## src/rtl/instr_sequencer_if.sv

```systemverilog
// instr_sequencer_if: start/done handshake, ROM bus and decoded instruction fields of instr_sequencer.
interface instr_sequencer_if #(parameter int ADDR_W = 8);
   logic              start, stop;
   logic [ADDR_W-1:0] start_addr, rom_addr;
   logic [23:0]       rom_data;
   logic [3:0]        op, wa, ra1, ra2;
   logic signed [7:0] ext_data;
   logic              cu_regwrite, rf_regwrite, busy, done, halted;
   logic [ADDR_W:0]   instr_count;
   modport master (output start, stop, start_addr, rom_data, cu_regwrite,
                   input rom_addr, op, wa, ra1, ra2, ext_data, rf_regwrite, busy, done, halted, instr_count);
   modport slave  (input start, stop, start_addr, rom_data, cu_regwrite,
                   output rom_addr, op, wa, ra1, ra2, ext_data, rf_regwrite, busy, done, halted, instr_count);
endinterface

```

## src/rtl/instr_sequencer.sv

```systemverilog
// instr_sequencer: FETCH/DECODE/EXEC controller over a combinational instruction ROM.
// Define SEQ_BRANCH_EN to make OP_JUMP load pc from the immediate field.
module instr_sequencer #(
   parameter int              ADDR_W    = 8,
   parameter logic [ADDR_W-1:0] LAST_ADDR = 8'hFF,
   parameter logic [3:0]      OP_HALT   = 4'hF,
   parameter logic [3:0]      OP_JUMP   = 4'hE
) (
   input logic                clk,
   input logic                rst,
   instr_sequencer_if.slave   bus
);
`ifdef SEQ_BRANCH_EN
   localparam bit BRANCH = 1'b1;
`else
   localparam bit BRANCH = 1'b0;
`endif
   typedef enum logic [2:0] {IDLE, FETCH, DECODE, EXEC, DONE} state_t;
   state_t            state, state_n;
   logic [ADDR_W-1:0] pc, pc_n;
   logic [23:0]       ir, ir_n;
   logic [ADDR_W:0]   cnt, cnt_n;
   logic              halted_n, is_halt, is_jump;
   assign is_halt         = ir[23:20] == OP_HALT;
   assign is_jump         = BRANCH && ir[23:20] == OP_JUMP;
   assign bus.rom_addr    = pc;
   assign bus.op          = ir[23:20];
   assign bus.wa          = ir[19:16];
   assign bus.ra1         = ir[15:12];
   assign bus.ra2         = ir[11:8];
   assign bus.ext_data    = ir[7:0];
   assign bus.instr_count = cnt;
   assign bus.busy        = state inside {FETCH, DECODE, EXEC};
   assign bus.done        = state == DONE;
   // Combinational on state so an asynchronous reset in EXEC drops the write at once.
   assign bus.rf_regwrite = state == EXEC && bus.cu_regwrite && !is_halt && !is_jump;
   always_ff @(posedge clk or posedge rst)
      if (rst) begin
         state      <= IDLE;
         pc         <= '0;
         ir         <= '0;
         cnt        <= '0;
         bus.halted <= 1'b0;
      end else begin
         state      <= state_n;
         pc         <= pc_n;
         ir         <= ir_n;
         cnt        <= cnt_n;
         bus.halted <= halted_n;
      end
   always_comb begin
      state_n  = state;
      pc_n     = pc;
      ir_n     = ir;
      cnt_n    = cnt;
      halted_n = bus.halted;
      case (state)
         IDLE, DONE: if (bus.start) begin
            state_n  = FETCH;
            pc_n     = bus.start_addr;
            ir_n     = '0;
            cnt_n    = '0;
            halted_n = 1'b0;
         end
         FETCH: begin
            ir_n    = bus.rom_data;
            state_n = bus.stop ? DONE : DECODE;
         end
         DECODE: state_n = bus.stop ? DONE : EXEC;
         EXEC: begin
            cnt_n = cnt + 1'b1;
            if (is_halt) begin
               state_n  = DONE;
               halted_n = 1'b1;
            end else if (is_jump) begin
               pc_n    = ADDR_W'(ir[7:0]);
               state_n = bus.stop ? DONE : FETCH;
            end else if (pc == LAST_ADDR || bus.stop)
               state_n = DONE;
            else begin
               pc_n    = pc + 1'b1;
               state_n = FETCH;
            end
         end
         default: state_n = IDLE;
      endcase
   end
endmodule

```

## src/flat_wrapper.sv

```systemverilog
// flat-port wrapper written by rule: the top's interface ports become plain ports
module instr_sequencer_flat 
#(
   parameter int              ADDR_W    = 8,
   parameter logic [ADDR_W-1:0] LAST_ADDR = 8'hFF,
   parameter logic [3:0]      OP_HALT   = 4'hF,
   parameter logic [3:0]      OP_JUMP   = 4'hE
)
  (clk, rst, bus_start, bus_stop, bus_start_addr, bus_rom_data, bus_cu_regwrite, bus_rom_addr, bus_op, bus_wa, bus_ra1, bus_ra2, bus_ext_data, bus_rf_regwrite, bus_busy, bus_done, bus_halted, bus_instr_count);
  instr_sequencer_if #(.ADDR_W(ADDR_W)) bus_i ();
  input logic clk;
  input logic rst;
  input wire logic [$bits(bus_i.start)-1:0] bus_start;
  input wire logic [$bits(bus_i.stop)-1:0] bus_stop;
  input wire logic [$bits(bus_i.start_addr)-1:0] bus_start_addr;
  input wire logic [$bits(bus_i.rom_data)-1:0] bus_rom_data;
  input wire logic [$bits(bus_i.cu_regwrite)-1:0] bus_cu_regwrite;
  output wire logic [$bits(bus_i.rom_addr)-1:0] bus_rom_addr;
  output wire logic [$bits(bus_i.op)-1:0] bus_op;
  output wire logic [$bits(bus_i.wa)-1:0] bus_wa;
  output wire logic [$bits(bus_i.ra1)-1:0] bus_ra1;
  output wire logic [$bits(bus_i.ra2)-1:0] bus_ra2;
  output wire logic [$bits(bus_i.ext_data)-1:0] bus_ext_data;
  output wire logic [$bits(bus_i.rf_regwrite)-1:0] bus_rf_regwrite;
  output wire logic [$bits(bus_i.busy)-1:0] bus_busy;
  output wire logic [$bits(bus_i.done)-1:0] bus_done;
  output wire logic [$bits(bus_i.halted)-1:0] bus_halted;
  output wire logic [$bits(bus_i.instr_count)-1:0] bus_instr_count;
  assign bus_i.start = bus_start;
  assign bus_i.stop = bus_stop;
  assign bus_i.start_addr = bus_start_addr;
  assign bus_i.rom_data = bus_rom_data;
  assign bus_i.cu_regwrite = bus_cu_regwrite;
  assign bus_rom_addr = bus_i.rom_addr;
  assign bus_op = bus_i.op;
  assign bus_wa = bus_i.wa;
  assign bus_ra1 = bus_i.ra1;
  assign bus_ra2 = bus_i.ra2;
  assign bus_ext_data = bus_i.ext_data;
  assign bus_rf_regwrite = bus_i.rf_regwrite;
  assign bus_busy = bus_i.busy;
  assign bus_done = bus_i.done;
  assign bus_halted = bus_i.halted;
  assign bus_instr_count = bus_i.instr_count;
  instr_sequencer #(.ADDR_W(ADDR_W), .LAST_ADDR(LAST_ADDR), .OP_HALT(OP_HALT), .OP_JUMP(OP_JUMP)) u_core (.clk(clk), .rst(rst), .bus(bus_i));
endmodule
```

## config.mk

```make
export PLATFORM = sky130hd
export DESIGN_NAME = instr_sequencer_flat
export DESIGN_NICKNAME = d
export VERILOG_FILES = /design/src/rtl/instr_sequencer_if.sv /design/src/rtl/instr_sequencer.sv /design/src/flat_wrapper.sv
export SDC_FILE = /design/constraint.sdc
export NUM_CORES = 1
export LEC_CHECK = 0
export ABC_AREA = 0
export BUFFER_PORTS_ARGS = -buffer_cell sky130_fd_sc_hd__buf_4
export CORE_ASPECT_RATIO = 0.5
export CORE_MARGIN = 3
export CORE_UTILIZATION = 43
export DETAILED_ROUTE_END_ITERATION = 10
export GPL_TIMING_DRIVEN = 0
export PLACE_DENSITY = 0.8
export SLEW_MARGIN = 20
export SYNTH_ARGS = -nofsm -noshare
export SYNTH_HDL_FRONTEND = slang
export SYNTH_SLANG_ARGS = --single-unit
```

## constraint.sdc

```tcl
create_clock -name clk -period 1.6 [get_ports clk]
set_input_delay 0.16 -clock clk [delete_from_list [all_inputs] [get_ports clk]]
set_output_delay 0.16 -clock clk [all_outputs]
set_load 0.005 [all_outputs]
```

After elaboration in Yosys (flattened, before gate mapping)
Cells that the tools add are included.

storage, ports and cells
  logic and storage cells = 47
  bits of input ports = 37
  output and inout port bits = 45
  register bits = 45

operators by class
  eq/ne operators = 10
  add/subtract/negate cells = 2
  reductions and logical operators = 13
  muxes and demuxes = 17

operators with widths
  kind                                                                    count
  24-bit one-hot mux with 2 select lines                                  1
  24-bit two-way mux                                                      1
  8-bit two-way mux                                                       3
  9-bit one-hot mux with 2 select lines                                   1
  8-bit one-hot mux with 2 select lines                                   1
  3-bit two-way mux                                                       5
  3-bit one-hot mux with 4 select lines                                   1
  9-bit by 1-bit adder with 9-bit output (second input constant)          1
  9-bit two-way mux                                                       1
  8-bit by 1-bit adder with 8-bit output (second input constant)          1
  8-bit equality test (second input constant)                             1
  3-bit by 2-bit equality test with 1-bit output (second input constant)  2
  2-bit != test (second input constant)                                   3
  4-bit equality test (second input constant)                             1
  2-bit AND reduction                                                     2
  4-bit AND reduction                                                     1
  2-bit nonzero test                                                      2
  3-bit by 1-bit equality test with 1-bit output (second input constant)  1
  3-bit equality test (second input constant)                             1
  3-bit logical NOT                                                       1
  3-bit AND reduction                                                     1
  3-bit nonzero test                                                      1
  1-bit logical AND                                                       2
  1-bit two-way mux                                                       2
  5 further kinds                                                         5

Depth between registers and ports, before layout
  depth after elaboration = 5
  mapped depth = 7
  mapped depth without buffers = 5

Worst setup path after synthesis
OpenSTA, ideal clock, no wires.

  path kind = reg2reg
  start = reg u_core.pc[0] (netlist: u_core.bus.rom_addr[0])
  end = reg u_core.pc[2] (netlist: u_core.bus.rom_addr[2])
  clock period less this slack = 1.639 ns
  cell stages (with the launch flop) = 7
  buffers on the path = 1
  setup time = 0.121 ns
  arrival time = 1.518 ns
  setup slack = -0.039 ns
  required time = 1.479 ns
  path through = dfrtp_1 ha_1 nand4_1 o2111ai_4 and2_4 buf_6 o22a_1

on the way
  word-level cells in the longest chain between the ends = 4
  elaborated cells on any way between the ends = 8
  classes of those cells = 1 x add/sub; 2 x eq/ne; 3 x mux; 2 x reduce/logical

ends and longest elaborated chain
  what                                                                           line                                          RTL
  start, declared                                                                instr_sequencer.sv:20                         logic [ADDR_W-1:0] pc, pc_n;
  start signal, assigned                                                         instr_sequencer.sv:46                         pc <= pc_n;
  8-bit by 1-bit adder with 8-bit output or 8-bit equality test (tied branches)  instr_sequencer.sv:81, instr_sequencer.sv:78
  8-bit two-way mux or 1-bit logical OR (tied branches)                          instr_sequencer.sv:78                         end else if (pc == LAST_ADDR || bus.stop)
  8-bit two-way mux or 2-bit != test (tied branches)                             --
  8-bit one-hot mux with 2 select lines or 4-bit AND reduction (tied branches)   --

Several ways; a longest one is shown, not always the timed one. The select of a mux whose other input is x is not followed.
A chain may end at the register's enable or synchronous reset.

Worst setup path in the final report
  start = reg u_core.state[1]
  end = reg u_core.pc[4] (netlist: u_core.bus.rom_addr[4])

on the way
  word-level cells in the longest chain between the ends = 4
  elaborated cells on any way between the ends = 10
  classes of those cells = 5 x eq/ne; 1 x mux; 4 x reduce/logical

ends and longest elaborated chain
  what                                                           line                   RTL
  start, declared                                                instr_sequencer.sv:19  state_t state, state_n;
  start signal, assigned                                         instr_sequencer.sv:45  state <= state_n;
  3-bit equality test or 3-bit logical NOT (tied branches)       instr_sequencer.sv:57  case (state)
  2-bit OR reduction                                             instr_sequencer.sv:57
  2-bit != test (no line) or 2-bit nonzero test (tied branches)  --
  4-bit AND reduction (no line)                                  --

Several ways; a longest one is shown, not always the timed one.

==> results.json <==
{
  "p_seq_share_pct": 35.5,
  "final_core_util_pct": 69.8,
  "grt_pass1_vias": 1810,
  "yosysSeqAreaShare_pct": 54.9,
  "die_x_um": 104,
  "power_density_nw_per_um2": 1680,
  "path_class": "flip-flop to flip-flop",
  "ys_seq_elements": 45,
  "avgSynthCellArea_um2": 11.1,
  "tritoncts": "yes",
  "multi_input_area_um2": 912,
  "fmax_mhz": 615,
  "yosys_warnings": 0,
  "avgViaCountPerCell": 5.48,
  "violations": "negative setup slack",
  "finalPower_mw": 5.26,
  "cp-end-kind": "flip-flop",
  "row_count": 17,
  "fin_area_um2": 3130,
  "post-route-min-period_ns": 1.63,
  "worst_path_dominant_cell_family": "simple AND/OR/NAND/NOR gates",
  "hold_ws_ns": 0.0669,
  "comb_power_share_pct": 45.0,
  "area_growth_pct": 52.9,
  "fillers": 331,
  "p_clk_share_pct": 19.5,
  "grt_overflow": 0,
  "die-height_um": 54.8,
  "cp.required_ns": 1.79,
  "num_antenna_cells": 0,
  "critPathBufInv": 1,
  "critPathMaxStageDelay_ns": 0.38,
  "portBuffers": 81,
  "internal_power_mw": 3.43,
  "grt_max_degree": 32,
  "synth_area_um2": 2050,
  "vias": 1961,
  "grt_util_all_layers_pct": 19.5,
  "worstHoldPathType": "input pin to flip-flop",
  "firstDrtPassIters": 4,
  "drc_errors": 0,
  "clock-sinks": 45,
  "slew_headroom_pct": 71.8,
  "tightest_slew_ns": 0.422,
  "synth.area.top_cells": "dfrtp_1 (55%), a22o_1 (11%), nand3_1 (2.7%), o21ai_0 (2.4%), nor2_1 (2.4%)",
  "drt_iter0_drc": 90,
  "yosys.area.top_type": "dfrtp_1",
  "crit_path_max_fanout": 8,
  "max-cap-violations": 0,
  "slew_violations": 0,
  "start_kind": "flip-flop",
  "postRouteAntennaNets": 0,
  "fp.coreArea_um2": 4490,
  "vdd_drop_max_v": 0.00103,
  "cts_made_buffers": 5,
  "power_switching_mw": 1.83,
  "cts_buffer_depth": 2,
  "layout_setup_ws_ns": -0.0255,
  "nNetsFinal": 330,
  "syn_inst": 184,
  "place.gp.congestion": 0.831,
  "regArea_um2": 1130,
  "p_leak_nw": 1.53,
  "rsz0062_at_grt": "yes",
  "dp_hpwl_um": 3800,
  "antenna_found_initial": 0,
  "synth_nets": 223,
  "period_share_pct": 102,
  "cp_cell_sequence": "buf_2 -> nor3b_4 -> o2111ai_4 -> and2_4 -> o22a_1",
  "start_util_pct": 45.7,
  "critPathSlowestCell": "dfrtp_1",
  "ys_types": 39,
  "grt_first_pass_wirelength_um": 8750,
  "wl_um": 5820,
  "skew_ns": 0.00983,
  "synth_top_area_share_pct": 54.9,
  "hold_viol": 0,
  "placed_area_um2": 2770,
  "setup_violations": 4,
  "clock_latency_ns": 0.30,
  "die_area_um2": 5680,
  "htreeDepth": 2,
  "outcome": "finished with violations",
  "root_buffer": "clkbuf_8",
  "wl_per_cell_um": 16.3,
  "ios": 82,
  "clk_pin_slew_ns": 0.09,
  "drive_above_1_share_pct": 45.9,
  "crit_arrival_ns": 1.81,
  "p_sw_share_pct": 34.7
}
==> synthesized netlist by cell type (all sizes together) <==
library cell	instances
dfrtp	45
a22o	25
nor2	13
nand2	11
nand3	11
o21ai	10
buf	8
a21oi	7
clkbuf	4
nand4	4
a31oi	3
inv	3
mux2i	3
nor3	3
nor3b	3
o211ai	3
o22a	3
a22oi	2
and2	2
and3	2
ha	2
o21a	2
o22ai	2
o31ai	2
a2bb2oi	1
a41oi	1
and3b	1
and4	1
nand3b	1
nor2b	1
nor4	1
o2111ai	1
o221ai	1
o32a	1
xnor2	1
==> flip-flops by register name, indices dropped and copies added, names as in the netlist <==
register and count:
u_core.state 3, u_core.ir 24, u_core.bus.halted 1, u_core.bus.rom_addr 8, u_core.bus.instr_count 9
==> final cells by class <==
class / instances / share of cell area (%)
Sequential cell: 45 / 36.0
Multi-Input combinational cell: 124 / 29.1
Timing Repair Buffer: 103 / 25.6
Tap cell: 66 / 2.64
Clock buffer: 5 / 2.20
Clock inverter: 3 / 2.08
Buffer: 9 / 2.08
Inverter: 3 / 0.359
==> what timing repair did <==
item / 4_1_cts / 5_1_grt
endpoints found under the hold margin: 14 / 0
buffers inserted: 11 / 8
cloned: 0 / 1
setup endpoints to repair: 33 / 34
hold buffers: 1 / 0
pin swaps: 5 / 13
gates resized for setup: 9 / 17
==> metrics by stage <==
stage          setup slack (ns)  TNS (ns)  std cells
3_3_place_gp             -0.201    -13.29        331
3_5_place_dp             -0.219     -3.33        332
6_report                -0.0255   -0.0557        358
2_1_floorplan           0.00624         0        184
4_1_cts                 -0.0364   -0.0364        350
5_1_grt                  -0.101    -0.849        358
==> per-layer routing <==
layer	vias to the layer above	share of wire, %	global-route usage, %
met2	66	51	36.0
met1	977	43	24.3
met5	-	0	0
li1	909	-	-
met4	0	1.4	5.30
met3	9	5.2	3.89
==> layout by cell type, fill, tap and decap left out, types with 4 or more instances in the layout <==
| cell type | count |
|---|---|
| o21ai_0 | 9 |
| clkbuf_8 | 5 |
| nand3_1 | 10 |
| dfrtp_1 | 44 |
| buf_4 | 96 |
| buf_6 | 7 |
| a21oi_1 | 6 |
| nand4_1 | 4 |
| a22o_1 | 25 |
| nand2_1 | 11 |
| nor2_1 | 12 |
==> worst reg2reg max path: cells and delay by family, from the launching register on <==
kind,cells,cell delay (ns)
and+or+nand+nor,2,0.53
buffers and inverters,1,0.16
DFF,1,0.38
AOI/OAI and AO/OA,2,0.46
==> final timing paths <==
path | start | end | slack [ns] | cells past startpoint
min in group asynchronous | rst | u_core.bus.rom_addr[0] | 0.39 | 3
setup reg to reg | u_core.state[1] | u_core.bus.rom_addr[4] | -0.03 | 5
hold / removal | bus_stop | u_core.state[1] | 0.07 | 2
max in group asynchronous | rst | u_core.state[0] | 0.72 | 4
hold reg to reg | u_core.ir[13] | u_core.ir[13] | 0.50 | 1
setup / recovery | u_core.state[1] | u_core.bus.rom_addr[4] | -0.03 | 5
==> power groups by stage <==
stage          Clock [mW]  Combinational, mW  Sequential, mW
6_report             1.02               2.37            1.87
5_1_grt              1.08               2.58            1.91
4_1_cts              1.04               2.22            1.85
3_5_place_dp            0               2.07            1.83
3_3_place_gp            0               2.01            1.82
2_1_floorplan           0               1.17            1.81
==> kinds of logic (layout without fill, tap and decap cells) <==
group                    after synthesis  in the layout  synth area share (%)
AO/OA/AOI/OAI                         64             64                  24.0
flip-flops                            45             45                  54.9
AND/OR/NAND/NOR                       54             54                  14.1
adder cells (fa/ha/maj)                2              2                  1.22
buffers and inverters                 15            123                  3.85
multiplexers                           3              3                  1.47
XOR/XNOR                               1              1                 0.427
(Power assumes the default switching activity.)
